**src/rtl/mips16_loader_pkg.sv**
```systemverilog
// Shared types and constants for the MIPS16 instruction-memory loader.
package mips16_loader_pkg;

  localparam int WORD_W    = 16;
  localparam int HDR_BYTES = 2;

  typedef enum logic [2:0] {
    S_LEN_HI,
    S_LEN_LO,
    S_DATA_HI,
    S_DATA_LO,
    S_CHK,
    S_RUN,
    S_ERR
  } state_t;

  function automatic logic is_load_state(state_t s);
    return (s != S_RUN) && (s != S_ERR);
  endfunction

endpackage

```
**src/rtl/mips16_imem_loader_if.sv**
```systemverilog
// Byte-stream input and instruction-memory write bus of the MIPS16 loader.
interface mips16_imem_loader_if #(
  parameter int ADDR_W = 8
);
  import mips16_loader_pkg::*;

  logic [7:0]        in_data;
  logic              in_valid;
  logic              in_ready;
  logic              imem_we;
  logic [ADDR_W-1:0] imem_addr;
  logic [WORD_W-1:0] imem_wdata;

  modport master (
    output in_data, in_valid,
    input  in_ready, imem_we, imem_addr, imem_wdata
  );

  modport slave (
    input  in_data, in_valid,
    output in_ready, imem_we, imem_addr, imem_wdata
  );

endinterface

```
**src/rtl/mips16_imem_loader.sv**
```systemverilog
// Packs a length-prefixed big-endian byte stream into 16-bit words for IMEM and holds the core in reset until loaded.
// Optional trailing XOR checksum byte is enabled by defining MIPS16_LOADER_CHECKSUM_EN.
module mips16_imem_loader
  import mips16_loader_pkg::*;
#(
  parameter int ADDR_W = 8,
  parameter int LEN_W  = 16
) (
  input  logic              clk,
  input  logic              reset,
  mips16_imem_loader_if.slave bus,
  input  logic              reload,
  output logic              cpu_reset,
  output logic              load_done,
  output logic              load_err,
  output logic [ADDR_W:0]   word_cnt
);

  localparam int DEPTH = 2 ** ADDR_W;
`ifdef MIPS16_LOADER_CHECKSUM_EN
  localparam state_t S_END = S_CHK;
`else
  localparam state_t S_END = S_RUN;
`endif

  state_t            state, state_n;
  logic              accept;
  logic              last_word;
  logic              len_bad;
  logic [LEN_W-1:0]  len_full;
  logic [LEN_W-1:0]  len_q;
  logic [7:0]        hi_q;
  logic              rdy_q;
  logic              we_q;
  logic [ADDR_W-1:0] addr_q;
  logic [WORD_W-1:0] wdata_q;
`ifdef MIPS16_LOADER_CHECKSUM_EN
  logic [7:0]        acc_q;
`endif

  assign bus.in_ready   = rdy_q;
  assign bus.imem_we    = we_q;
  assign bus.imem_addr  = addr_q;
  assign bus.imem_wdata = wdata_q;

  always_ff @(posedge clk) begin
    if (reset) state <= S_LEN_HI;
    else       state <= state_n;
  end

  always_comb begin
    state_n   = state;
    accept    = bus.in_valid && rdy_q;
    len_full  = {len_q[LEN_W-1:8], bus.in_data};
    len_bad   = int'(len_full) > DEPTH;
    last_word = (int'(word_cnt) + 1) == int'(len_q);
    case (state)
      S_LEN_HI:  if (accept) state_n = S_LEN_LO;
      S_LEN_LO: begin
        if (accept) begin
          if (len_bad)              state_n = S_ERR;
          else if (len_full == '0)  state_n = S_END;
          else                      state_n = S_DATA_HI;
        end
      end
      S_DATA_HI: if (accept) state_n = S_DATA_LO;
      S_DATA_LO: if (accept) state_n = last_word ? S_END : S_DATA_HI;
`ifdef MIPS16_LOADER_CHECKSUM_EN
      S_CHK:     if (accept) state_n = ((acc_q ^ bus.in_data) == 8'h00) ? S_RUN : S_ERR;
`endif
      S_RUN, S_ERR: if (reload) state_n = S_LEN_HI;
      default:   state_n = S_LEN_HI;
    endcase
  end

  // Registered outputs follow the next state so flags change on the entering edge.
  always_ff @(posedge clk) begin
    if (reset) begin
      len_q     <= '0;
      hi_q      <= '0;
      word_cnt  <= '0;
      rdy_q     <= 1'b0;
      we_q      <= 1'b0;
      addr_q    <= '0;
      wdata_q   <= '0;
      cpu_reset <= 1'b1;
      load_done <= 1'b0;
      load_err  <= 1'b0;
`ifdef MIPS16_LOADER_CHECKSUM_EN
      acc_q     <= '0;
`endif
    end else begin
      we_q      <= 1'b0;
      rdy_q     <= is_load_state(state_n);
      cpu_reset <= (state_n != S_RUN);
      load_done <= (state_n == S_RUN);
      load_err  <= (state_n == S_ERR);
      if (accept) begin
        case (state)
          S_LEN_HI:  len_q[LEN_W-1:8] <= bus.in_data;
          S_LEN_LO:  len_q[7:0] <= bus.in_data;
          S_DATA_HI: hi_q <= bus.in_data;
          S_DATA_LO: begin
            we_q     <= 1'b1;
            addr_q   <= word_cnt[ADDR_W-1:0];
            wdata_q  <= {hi_q, bus.in_data};
            word_cnt <= word_cnt + (ADDR_W+1)'(1);
          end
          default: ;
        endcase
      end
`ifdef MIPS16_LOADER_CHECKSUM_EN
      if (accept && state != S_CHK) acc_q <= acc_q ^ bus.in_data;
`endif
      if (reload && (state == S_RUN || state == S_ERR)) begin
        word_cnt <= '0;
        len_q    <= '0;
`ifdef MIPS16_LOADER_CHECKSUM_EN
        acc_q    <= '0;
`endif
      end
    end
  end

endmodule
```
**src/flat_wrapper.sv**
```systemverilog
// flat-port wrapper written by rule: the top's interface ports become plain ports
module mips16_imem_loader_flat import mips16_loader_pkg::*;
#(
  parameter int ADDR_W = 8,
  parameter int LEN_W  = 16
)
  (clk, reset, reload, cpu_reset, load_done, load_err, word_cnt, bus_in_data, bus_in_valid, bus_in_ready, bus_imem_we, bus_imem_addr, bus_imem_wdata);
  mips16_imem_loader_if #(.ADDR_W(ADDR_W)) bus_i ();
  input  logic clk;
  input  logic reset;
  input  logic reload;
  output logic cpu_reset;
  output logic load_done;
  output logic load_err;
  output logic [ADDR_W:0] word_cnt;
  input wire logic [$bits(bus_i.in_data)-1:0] bus_in_data;
  input wire logic [$bits(bus_i.in_valid)-1:0] bus_in_valid;
  output wire logic [$bits(bus_i.in_ready)-1:0] bus_in_ready;
  output wire logic [$bits(bus_i.imem_we)-1:0] bus_imem_we;
  output wire logic [$bits(bus_i.imem_addr)-1:0] bus_imem_addr;
  output wire logic [$bits(bus_i.imem_wdata)-1:0] bus_imem_wdata;
  assign bus_i.in_data = bus_in_data;
  assign bus_i.in_valid = bus_in_valid;
  assign bus_in_ready = bus_i.in_ready;
  assign bus_imem_we = bus_i.imem_we;
  assign bus_imem_addr = bus_i.imem_addr;
  assign bus_imem_wdata = bus_i.imem_wdata;
  mips16_imem_loader #(.ADDR_W(ADDR_W), .LEN_W(LEN_W)) u_core (.clk(clk), .reset(reset), .bus(bus_i), .reload(reload), .cpu_reset(cpu_reset), .load_done(load_done), .load_err(load_err), .word_cnt(word_cnt));
endmodule
```
**config.mk**
```make
export PLATFORM = sky130hd
export DESIGN_NAME = mips16_imem_loader_flat
export DESIGN_NICKNAME = d
export VERILOG_FILES = /design/src/rtl/mips16_loader_pkg.sv /design/src/rtl/mips16_imem_loader_if.sv /design/src/rtl/mips16_imem_loader.sv /design/src/flat_wrapper.sv
export SDC_FILE = /design/constraint.sdc
export NUM_CORES = 1
export LEC_CHECK = 0
export BUFFER_PORTS_ARGS = -buffer_cell sky130_fd_sc_hd__buf_2
export CORE_UTILIZATION = 55
export CTS_CLUSTER_DIAMETER = 40
export DETAILED_ROUTE_END_ITERATION = 16
export PLACE_DENSITY = 0.79
export SLEW_MARGIN = 15
export SYNTH_ARGS = -nofsm -noshare
export SYNTH_HDL_FRONTEND = slang
export SYNTH_SLANG_ARGS = --single-unit
```
**constraint.sdc**
```tcl
create_clock -name clk -period 7.7 [get_ports clk]
set_clock_uncertainty 0.1 [all_clocks]
set_input_delay 0.385 -clock clk [delete_from_list [all_inputs] [get_ports clk]]
set_output_delay 0.385 -clock clk [all_outputs]
set_load 0.01 [all_outputs]
```
==> reports/qor.txt, run 1 <==
VDD IR max -> 148 uV
Reg2Reg Setup Slack -> 4.98 ns
DR top layer -> met4
commonest non-fill, non-tap cell in the layout -> nand2_1
Setup Slack @ Placement -> 5.04 ns
RR Endpoint -> u_core.load_done$_SDFF_PP0_
Clock Tree Buf Depth -> 2
gr usage total -> 0.255
Sequential Power Share -> 0.470
total power -> 736 uW
fin area -> 3270 um^2
crit-path max cell delay -> 0.92 ns
Max-Cap Viols -> 0
smallest hold slack -> 0.235 ns
Top FF cell, synth -> dfxtp_1
hold wc startpoint -> bus_in_data[5]
synthesis-to-layout area growth -> 19.0%
crit-path max FO -> 29
met3 routed WL -> 367 um
clk_lat worst skew -> 0.34 ns
gpl congestion -> 0.829
Clk pwr share -> 0.479
fraction of layout cells with a size suffix above 1 -> 0.214
origin of the critical flop-to-flop path -> u_core.state[1]$_SDFF_PP0_
Buf/Inv on CP -> 0
number of DRC markers in iteration 0 -> 128
Met2 Routed Length -> 3.06 mm
Slowest-stage cell, CP -> nor2_2
setup TNS -> 0 ns
fmax -> 367 MHz
RSZ-0062 raised after global routing -> no
TritonRoute pass-1 iters -> 4
Core Util, Final -> 0.688
die area -> 5280 um^2
Die Wd -> 72.7 um
I/O pins -> 50
most frequent cells in the layout -> 68 x nand2_1, 65 x dfxtp_1, 49 x buf_2
library cells used by synthesis -> 40
Inserted Clock Buffers -> 9
fin crit period -> 2.72 ns
Sink Count -> 65
largest net degree at the start of global routing -> 36
status -> complete, no violations
Comb pwr share -> 0.052
post-route ant nets -> 0
Worst Setup EP -> u_core.load_done$_SDFF_PP0_
starting density of the core -> 0.578
final worst-path cycle share -> 0.354
Placed Instances -> 421
Syn Std Cell Area -> 2750 um^2
core region area -> 4750 um^2
sequential fraction of the synthesis area -> 0.474
Switch Pwr -> 157 uW
Pwr Density -> 225 nW/um^2
Hold Crit Class -> in -> reg
Yosys reg bits -> 65
WL/cell -> 14.4 um
nets -> 378
EDFF count, synth -> 0
critical path arrival -> 2.91 ns
internal power -> 579 uW
row count -> 25
Finish-stage setup viols -> 0
die span in y -> 72.7 um
Post-Syn Nets -> 337
Crit. End Element -> register
clock root buffer -> clkbuf_8
first-pass GRT wire length -> 10.0 mm
setup bufs post-CTS -> 0
dpl hpwl -> 4.24 mm
Post-Route WL -> 6.27 mm
cell area after placement -> 3020 um^2
Levels on crit path -> 5
crit path from -> u_core.state[1]$_SDFF_PP0_
Worst EP required -> 7.88 ns
CP Class -> reg -> reg
max-slew violations -> 0
number of global-route vias before repair -> 2126
critical path, cell by cell -> nand3b_1 > nor2_2 > nand2_1 > o32ai_2 > and2_1
Slew headroom -> 0.222
Max H-tree Level -> 3
Static Leak -> 1.28 nW
synth warn -> 0
Sw Ratio -> 0.214
setup ws final -> 4.98 ns
GRT overflow -> 0
post-DR vias/cell -> 5.44
delay-heaviest family, CP -> simple AND/OR/NAND/NOR gates
Residual DRC -> 0
CTS Hold Bufs -> 0
Post-synth ARST share -> 0
total number of vias -> 2377
CP Launch Type -> register
CTS tree -> done
antenna diode count -> 0
I/O Buffers -> 49
initial antenna violation count -> 0
Syn Area/Cell -> 8.48 um^2
WL met1 -> 2.71 mm
synthesized instance count -> 324
R2R depth -> 5
fin cells -> 437
post-CTS sizing -> 0
Reg clk slew, reported paths -> 0.07 ns
Fin. Hold Viols -> 0
worst-margin pin slew -> 1.17 ns
-- worst min-delay path by stage --
stage / slack (ns) / to / cells after the start
after global placement: 0.34 / u_core.bus.imem_addr[3]$_SDFFE_PP0P_ / 2
final: 0.23 / u_core.bus.imem_wdata[5]$_SDFFE_PP0P_ / 3
after CTS: 0.23 / u_core.bus.imem_wdata[1]$_SDFFE_PP0P_ / 3
after floorplan: 0.33 / u_core.bus.imem_wdata[10]$_SDFFE_PP0P_ / 2
after detailed placement: 0.34 / u_core.bus.imem_addr[7]$_SDFFE_PP0P_ / 2
after global routing: 0.23 / u_core.bus.imem_wdata[1]$_SDFFE_PP0P_ / 3
-- synth_stat cells, drive strengths merged (3+ instances only) --
master	n	area [um^2]
a21boi	3	22.5
nand3	14	70.1
a21oi	35	175
nand3b	3	22.5
dfxtp	65	1300
xor2	9	78.8
nand2	68	255
xnor2	11	96.3
nor3	8	40.0
o21ai	3	15.0
nor2	31	116
nor3b	3	22.5
inv	5	18.8
mux2i	16	160
clkbuf	19	71.3
nor4	5	37.5
-- power by group through the flow --
stage / sequential, mW / clock (mW) / combinational [mW]
after floorplan: 0.351 / 0 / 0.0269
after global placement: 0.353 / 0 / 0.0368
after detailed placement: 0.353 / 0 / 0.0375
after CTS: 0.345 / 0.357 / 0.0376
after global routing: 0.346 / 0.372 / 0.0413
final: 0.346 / 0.353 / 0.0381
-- registers in the layout, indices dropped and copies added (netlist names) --
| name | flops |
|---|---|
| u_core.cpu_reset | 1 |
| u_core.load_err | 1 |
| u_core.hi_q | 8 |
| u_core.len_q | 16 |
| u_core.load_done | 1 |
| u_core.bus.imem_addr | 8 |
| u_core.word_cnt | 9 |
| u_core.bus.imem_wdata | 16 |
| u_core.bus.imem_we | 1 |
| u_core.state | 3 |
| u_core.bus.in_ready | 1 |
-- per-layer routing --
| metal | global-route usage | vias up |
|---|---|---|
| met5 | 0 | - |
| met4 | 0.129 | 0 |
| met3 | 0.0773 | 15 |
| met2 | 0.415 | 76 |
| met1 | 0.304 | 1109 |
| li1 | - | 1177 |
-- worst register-to-register path: stages, from the launching register on --
cell      delay [ns]
dfxtp_1         0.71
nand3b_1        0.25
nor2_2          0.92
nand2_1         0.21
o32ai_2         0.30
and2_1          0.17
-- kinds of logic after synthesis --
logic type,after synthesis,share of synthesized area
AND/OR/NAND/NOR,146,0.250
AO/OA/AOI/OAI,51,0.115
adder cells (fa/ha/maj),1,0.00455
multiplexers,16,0.0583
XOR/XNOR,20,0.0638
flip-flops,65,0.474
buffers and inverters,25,0.0342
-- area by class of cell --
| class | count | area (um^2) |
|---|---|---|
| flip-flops and latches | 65 | 1300 |
| fillers | 413 | 1480 |
| repair buffers | 50 | 253 |
| inverters | 5 | 18.8 |
| multi-input cells | 234 | 1370 |
| well taps | 67 | 83.8 |
| clock buffers | 11 | 141 |
| clock inverters | 5 | 103 |
Power figures use the tool's default switching activity.
==> run 2, diff against run 1 <==
CORE_UTILIZATION = 49   (was 55)
PLACE_DENSITY = 0.74   (was 0.79)
clock period = 2.2 ns   (was 7.7 ns; I/O delays follow)
==> run 2 against run 1 <==
The flow now finishes with violations (negative setup slack). Non-clock buffer count up 26. Flip-flop and latch count is the same. Clock-buffer cell count is 2 lower. Final area is 6.5% higher. Critical path depth increased by 1. Combinational power grew to 4.4 times the previous value. Setup slack got worse by 5.2 ns. Hold slack worse by 0.21 ns. Clock power grew to 2.9 times the previous value. Maximum frequency up 10%. Final cell count increased by 6.6%. Sequential power rose to 3.5 times the previous value. Critical path type unchanged. Largest cell class unchanged.
==> reports/qor.txt, run 2 (synthesis results as in run 1) <==
Switch Pwr -> 608 uW (was 157 uW)
I/O Buffers -> 49 (unchanged)
Sw Ratio -> 0.253 (was 0.214)
Hold Crit Class -> in -> reg (unchanged)
nets -> 404 (was 378)
status -> complete, but fails checks (was complete, no violations)
gpl congestion -> 0.885 (was 0.829)
Reg2Reg Setup Slack -> -0.27 ns (was 4.98 ns)
Reg clk slew, reported paths -> 0.07 ns (about the same)
cell area after placement -> 3170 um^2 (was 3020 um^2)
die area -> 5910 um^2 (was 5280 um^2)
Sequential Power Share -> 0.500 (was 0.470)
RSZ-0062 raised after global routing -> yes (was no)
Setup Slack @ Placement -> -0.302 ns (was 5.04 ns)
critical path arrival -> 2.66 ns (was 2.91 ns)
Inserted Clock Buffers -> 9 (unchanged)
Max H-tree Level -> 3 (unchanged)
CTS tree -> done (unchanged)
max-slew violations -> 0 (unchanged)
Clk pwr share -> 0.430 (was 0.479)
CP Launch Type -> register (unchanged)
Fin. Hold Viols -> 0 (unchanged)
fraction of layout cells with a size suffix above 1 -> 0.258 (was 0.214)
Max-Cap Viols -> 0 (unchanged)
most frequent cells in the layout -> 68 x nand2_1, 63 x dfxtp_1, 49 x buf_2 (was 68 x nand2_1, 65 x dfxtp_1, 49 x buf_2)
crit-path max FO -> 4 (was 29)
VDD IR max -> 410 uV (was 148 uV)
antenna diode count -> 0 (unchanged)
number of global-route vias before repair -> 2312 (was 2126)
synthesis-to-layout area growth -> 26.7% (was 19.0%)
failing checks -> negative setup slack
Sink Count -> 65 (unchanged)
Crit. End Element -> register (unchanged)
first-pass GRT wire length -> 11.0 mm (was 10.0 mm)
WL/cell -> 14.6 um (was 14.4 um)
number of DRC markers in iteration 0 -> 169 (was 128)
internal power -> 1.80 mW (was 579 uW)
core region area -> 5240 um^2 (was 4750 um^2)
post-route ant nets -> 0 (unchanged)
I/O pins -> 50 (unchanged)
CP Class -> reg -> reg (unchanged)
Pwr Density -> 691 nW/um^2 (was 225 nW/um^2)
gr usage total -> 0.244 (was 0.255)
Residual DRC -> 0 (unchanged)
row count -> 26 (was 25)
fin crit period -> 2.47 ns (was 2.72 ns)
clk_lat worst skew -> 0.35 ns (was 0.34 ns)
worst-margin pin slew -> 0.732 ns (was 1.17 ns)
final worst-path cycle share -> 1.12 (was 0.354)
Slew headroom -> 0.508 (was 0.222)
Clock Tree Buf Depth -> 2 (unchanged)
GRT overflow -> 0 (unchanged)
setup ws final -> -0.268 ns (was 4.98 ns)
fmax -> 405 MHz (was 367 MHz)
total number of vias -> 2496 (was 2377)
Post-Route WL -> 6.79 mm (was 6.27 mm)
Static Leak -> 1.39 nW (was 1.28 nW)
starting density of the core -> 0.525 (was 0.578)
largest net degree at the start of global routing -> 35 (was 36)
initial antenna violation count -> 0 (unchanged)
die span in y -> 76.9 um (was 72.7 um)
dpl hpwl -> 4.61 mm (was 4.24 mm)
Comb pwr share -> 0.070 (was 0.052)
commonest non-fill, non-tap cell in the layout -> nand2_1 (unchanged)
clock root buffer -> clkbuf_8 (unchanged)
Fillers -> 439 (was 413)
post-DR vias/cell -> 5.36 (was 5.44)
TritonRoute pass-1 iters -> 6 (was 4)
Finish-stage setup viols -> 7 (was 0)
fin area -> 3480 um^2 (was 3270 um^2)
Worst EP required -> 2.39 ns (was 7.88 ns)
Die Wd -> 76.9 um (was 72.7 um)
-- run 2: cell types whose count changed in the layout (fill, tap and decap cells not counted), sizes merged --
cell and change:
buf +18, bufinv -2, inv +2, clkinv +2
clkbuf -2, dlygate4sd3 +8
-- run 2: final cells by class --
cell class / count / area, um^2 / area share
Multi-Input combinational cell: 234 / 1390 / 0.399
Sequential cell: 65 / 1300 / 0.374
Timing Repair Buffer: 76 / 480 / 0.138
Clock buffer: 9 / 124 / 0.0356
Tap cell: 70 / 87.6 / 0.0252
Clock inverter: 7 / 77.6 / 0.0223
Inverter: 5 / 18.8 / 0.00539
-- run 2: power groups by stage --
stage	combinational [mW]	sequential [mW]	clock, mW
floorplan	0.0953	1.23	0
global placement	0.148	1.23	0
detailed placement	0.150	1.23	0
CTS	0.166	1.20	1.05
global route	0.181	1.21	1.11
finish	0.168	1.20	1.03
-- run 2: per-stage QoR --
| stage | hold WS, ns | util | power, mW | TNS (ns) | cells |
|---|---|---|---|---|---|
| 2_1_floorplan | 0.146 | - | 1.32 | -0.881 | 324 |
| 3_3_place_gp | 0.311 | 0.605 | 1.38 | -1.42 | 441 |
| 3_5_place_dp | 0.314 | 0.605 | 1.38 | -1.63 | 441 |
| 4_1_cts | 0.000467 | 0.664 | 2.42 | -1.60 | 466 |
| 5_1_grt | 0.0301 | 0.665 | 2.50 | -2.17 | 466 |
| 6_report | 0.0222 | 0.665 | 2.41 | -1.55 | 466 |
-- run 2: metal layers --
metal / vias to the layer above / GRT usage / routed length [um]
li1: 1237 / - / -
met1: 1177 / 0.291 / 2980
met2: 68 / 0.405 / 3270
met3: 14 / 0.0607 / 360
met4: 0 / 0.121 / 180
met5: - / 0 / 0
-- run 2: timing repair --
action	CTS	global route
endpoints found under the setup margin	7	7
pin swaps	4	1
gates resized for setup	2	1
gates cloned	0	0
endpoints found under the hold margin	27	0
hold buffers	8	0
buffers inserted	1	0
-- run 2: worst max-delay path: stages, from the launching register on --
cell       delay, ns
dfxtp_1         0.31
or4_4           0.53
or4_4           0.54
nor4b_4         0.26
o2111ai_4       0.19
o32ai_2         0.30
and2_1          0.17
-- run 2: path summary, 6_finish.rpt --
check        cells past startpoint                              endpoint                                  from
min reg2reg                      2  u_core.bus.imem_addr[6]$_SDFFE_PP0P_  u_core.bus.imem_addr[6]$_SDFFE_PP0P_
max                              6           u_core.load_done$_SDFF_PP0_         u_core.len_q[15]$_SDFFE_PP0P_
min                              3        u_core.bus.in_ready$_SDFF_PP0_                                 reset
max reg2reg                      6           u_core.load_done$_SDFF_PP0_         u_core.len_q[15]$_SDFFE_PP0P_
==> run 3, diff against run 2 <==
TNS_END_PERCENT = 20   (was unset)
==> run 3 against run 2 <==
The run still ends with negative setup slack left. Combinational power about the same. Via count down 0.60%. Register-to-register slack about the same. Non-clock buffer count unchanged. Critical path type unchanged. Critical endpoint unchanged. Largest cell class unchanged. Largest power group unchanged.
==> reports/qor.txt, run 3 (synthesis results as in run 1) <==
Pwr Density -> 651 nW/um^2 (was 691 nW/um^2)
WL/cell -> 14.7 um (was 14.6 um)
Crit. End Element -> register (unchanged)
Levels on crit path -> 6 (unchanged)
most frequent cells in the layout -> 68 x nand2_1, 62 x dfxtp_1, 49 x buf_2 (was 68 x nand2_1, 63 x dfxtp_1, 49 x buf_2)
row count -> 26 (unchanged)
final worst-path cycle share -> 1.13 (was 1.12)
total number of vias -> 2481 (was 2496)
GRT overflow -> 0 (unchanged)
Buf/Inv on CP -> 0 (unchanged)
Reg clk slew, reported paths -> 0.07 ns (about the same)
failing checks -> negative setup slack (unchanged)
Fin. Hold Viols -> 0 (unchanged)
fin crit period -> 2.48 ns (was 2.47 ns)
die area -> 5910 um^2 (unchanged)
Worst EP required -> 2.33 ns (was 2.39 ns)
gr usage total -> 0.239 (was 0.244)
clock root buffer -> clkbuf_8 (unchanged)
initial antenna violation count -> 0 (unchanged)
post-route ant nets -> 0 (unchanged)
Max H-tree Level -> 3 (unchanged)
core region area -> 5240 um^2 (unchanged)
Hold Crit Class -> in -> reg (unchanged)
VDD IR max -> 498 uV (was 410 uV)
gpl congestion -> 0.903 (was 0.885)
critical path arrival -> 2.61 ns (was 2.66 ns)
CP Launch Type -> register (unchanged)
Sink Count -> 65 (unchanged)
Static Leak -> 1.37 nW (was 1.39 nW)
fraction of layout cells with a size suffix above 1 -> 0.253 (was 0.258)
Clock Tree Buf Depth -> 2 (unchanged)
Residual DRC -> 0 (unchanged)
status -> complete, but fails checks (unchanged)
number of DRC markers in iteration 0 -> 149 (was 169)
worst-margin pin slew -> 0.624 ns (was 0.732 ns)
delay-heaviest family, CP -> simple AND/OR/NAND/NOR gates (unchanged)
TritonRoute pass-1 iters -> 4 (was 6)
critical path, cell by cell -> or4_4 > or3_2 > or3b_2 > a21boi_2 > o32ai_4 > and2_1 (was or4_4 > or4_4 > nor4b_4 > o2111ai_4 > o32ai_2 > and2_1)
Setup Slack @ Placement -> -0.332 ns (was -0.302 ns)
die span in y -> 76.9 um (unchanged)
fmax -> 404 MHz (was 405 MHz)
setup ws final -> -0.278 ns (was -0.268 ns)
Die Wd -> 76.9 um (unchanged)
dpl hpwl -> 4.61 mm (about the same)
I/O Buffers -> 49 (unchanged)
Inserted Clock Buffers -> 9 (unchanged)
crit-path max FO -> 3 (was 4)
crit-path max cell delay -> 0.53 ns (was 0.54 ns)
largest net degree at the start of global routing -> 35 (unchanged)
I/O pins -> 50 (unchanged)
Max-Cap Viols -> 0 (unchanged)
max-slew violations -> 0 (unchanged)
synthesis-to-layout area growth -> 25.0% (was 26.7%)
Worst Hold Path Cells -> 3 (unchanged)
Finish-stage setup viols -> 7 (unchanged)
nets -> 404 (unchanged)
commonest non-fill, non-tap cell in the layout -> nand2_1 (unchanged)
antenna diode count -> 0 (unchanged)
CP Class -> reg -> reg (unchanged)
RSZ-0062 raised after global routing -> yes (unchanged)
number of global-route vias before repair -> 2313 (was 2312)
Slowest-stage cell, CP -> or4_4 (unchanged)
clk_lat worst skew -> 0.34 ns (was 0.35 ns)
starting density of the core -> 0.525 (unchanged)
R2R depth -> 6 (unchanged)
CTS tree -> done (unchanged)
smallest hold slack -> 0.00585 ns (was 0.0222 ns)
Slew headroom -> 0.578 (was 0.508)
first-pass GRT wire length -> 10.8 mm (was 11.0 mm)
post-DR vias/cell -> 5.34 (was 5.36)
Post-Route WL -> 6.83 mm (was 6.79 mm)
run 3: cell count changes in the layout (fill, tap and decap cells not counted), sizes merged:
| cell | change |
|---|---|
| clkinv | -1 |
| clkbuf | +3 |
| bufinv | -1 |
| buf | +1 |
| dlygate4sd3 | -1 |
| inv | -2 |
run 3: layout make-up:
cell class                 instances  area, um^2
tap                               70        87.6
sequential                        65        1310
clock inverter                     3        17.5
timing repair buffer              76         465
clock buffer                      12         145
fill                             431        1800
multi-input combinational        234        1400
inverter                           5        18.8
run 3: repair_timing:
item | 4_1_cts | 5_1_grt
setup buffers | 0 | 0
resized for setup | 2 | 2
pin swaps | 3 | 1
endpoints found under the hold margin | 13 | 0
endpoints found under the setup margin | 7 | 7
hold buffers | 7 | 0
run 3: final timing paths:
path,from,to,slack [ns]
worst max register to register,u_core.len_q[15]$_SDFFE_PP0P_,u_core.load_done$_SDFF_PP0_,-0.28
worst max-delay path,u_core.len_q[15]$_SDFFE_PP0P_,u_core.load_done$_SDFF_PP0_,-0.28
worst min register to register,u_core.bus.imem_addr[3]$_SDFFE_PP0P_,u_core.bus.imem_addr[3]$_SDFFE_PP0P_,0.35
worst min-delay path,bus_in_data[3],u_core.bus.imem_wdata[3]$_SDFFE_PP0P_,0.006
run 3: worst reg2reg max path, delay by kind of cell, from the launching register on:
| kind | cells | cell delay, ns |
|---|---|---|
| DFF | 1 | 0.32 |
| AOI/OAI and AO/OA | 2 | 0.36 |
| and+or+nand+nor | 4 | 1.61 |
run 3: routing by layer:
layer,vias to the layer above,track usage,share of wire
li1,1233,-,-
met1,1165,0.290,0.44
met2,70,0.396,0.48
met3,13,0.0560,0.053
met4,0,0.119,0.021
met5,-,0,0
run 3: stage by stage:
step                area (um^2)  total power [mW]  TNS, ns  instances   util
CTS                        3420              2.24    -1.72        465  0.654
global placement           3170              1.38    -1.76        443  0.605
floorplan                  2750              1.32   -0.928        324      -
global route               3440              2.32    -2.26        465  0.656
detailed placement         3170              1.38    -1.98        443  0.605
finish                     3440              2.24    -1.59        465  0.656
run 3: where the power goes:
part           internal (mW)  switching [mW]  leakage (nW)
registers               1.19          0.0132         0.527
logic                 0.0739          0.0970         0.762
clock network          0.430           0.431        0.0822
total                   1.70           0.541          1.37
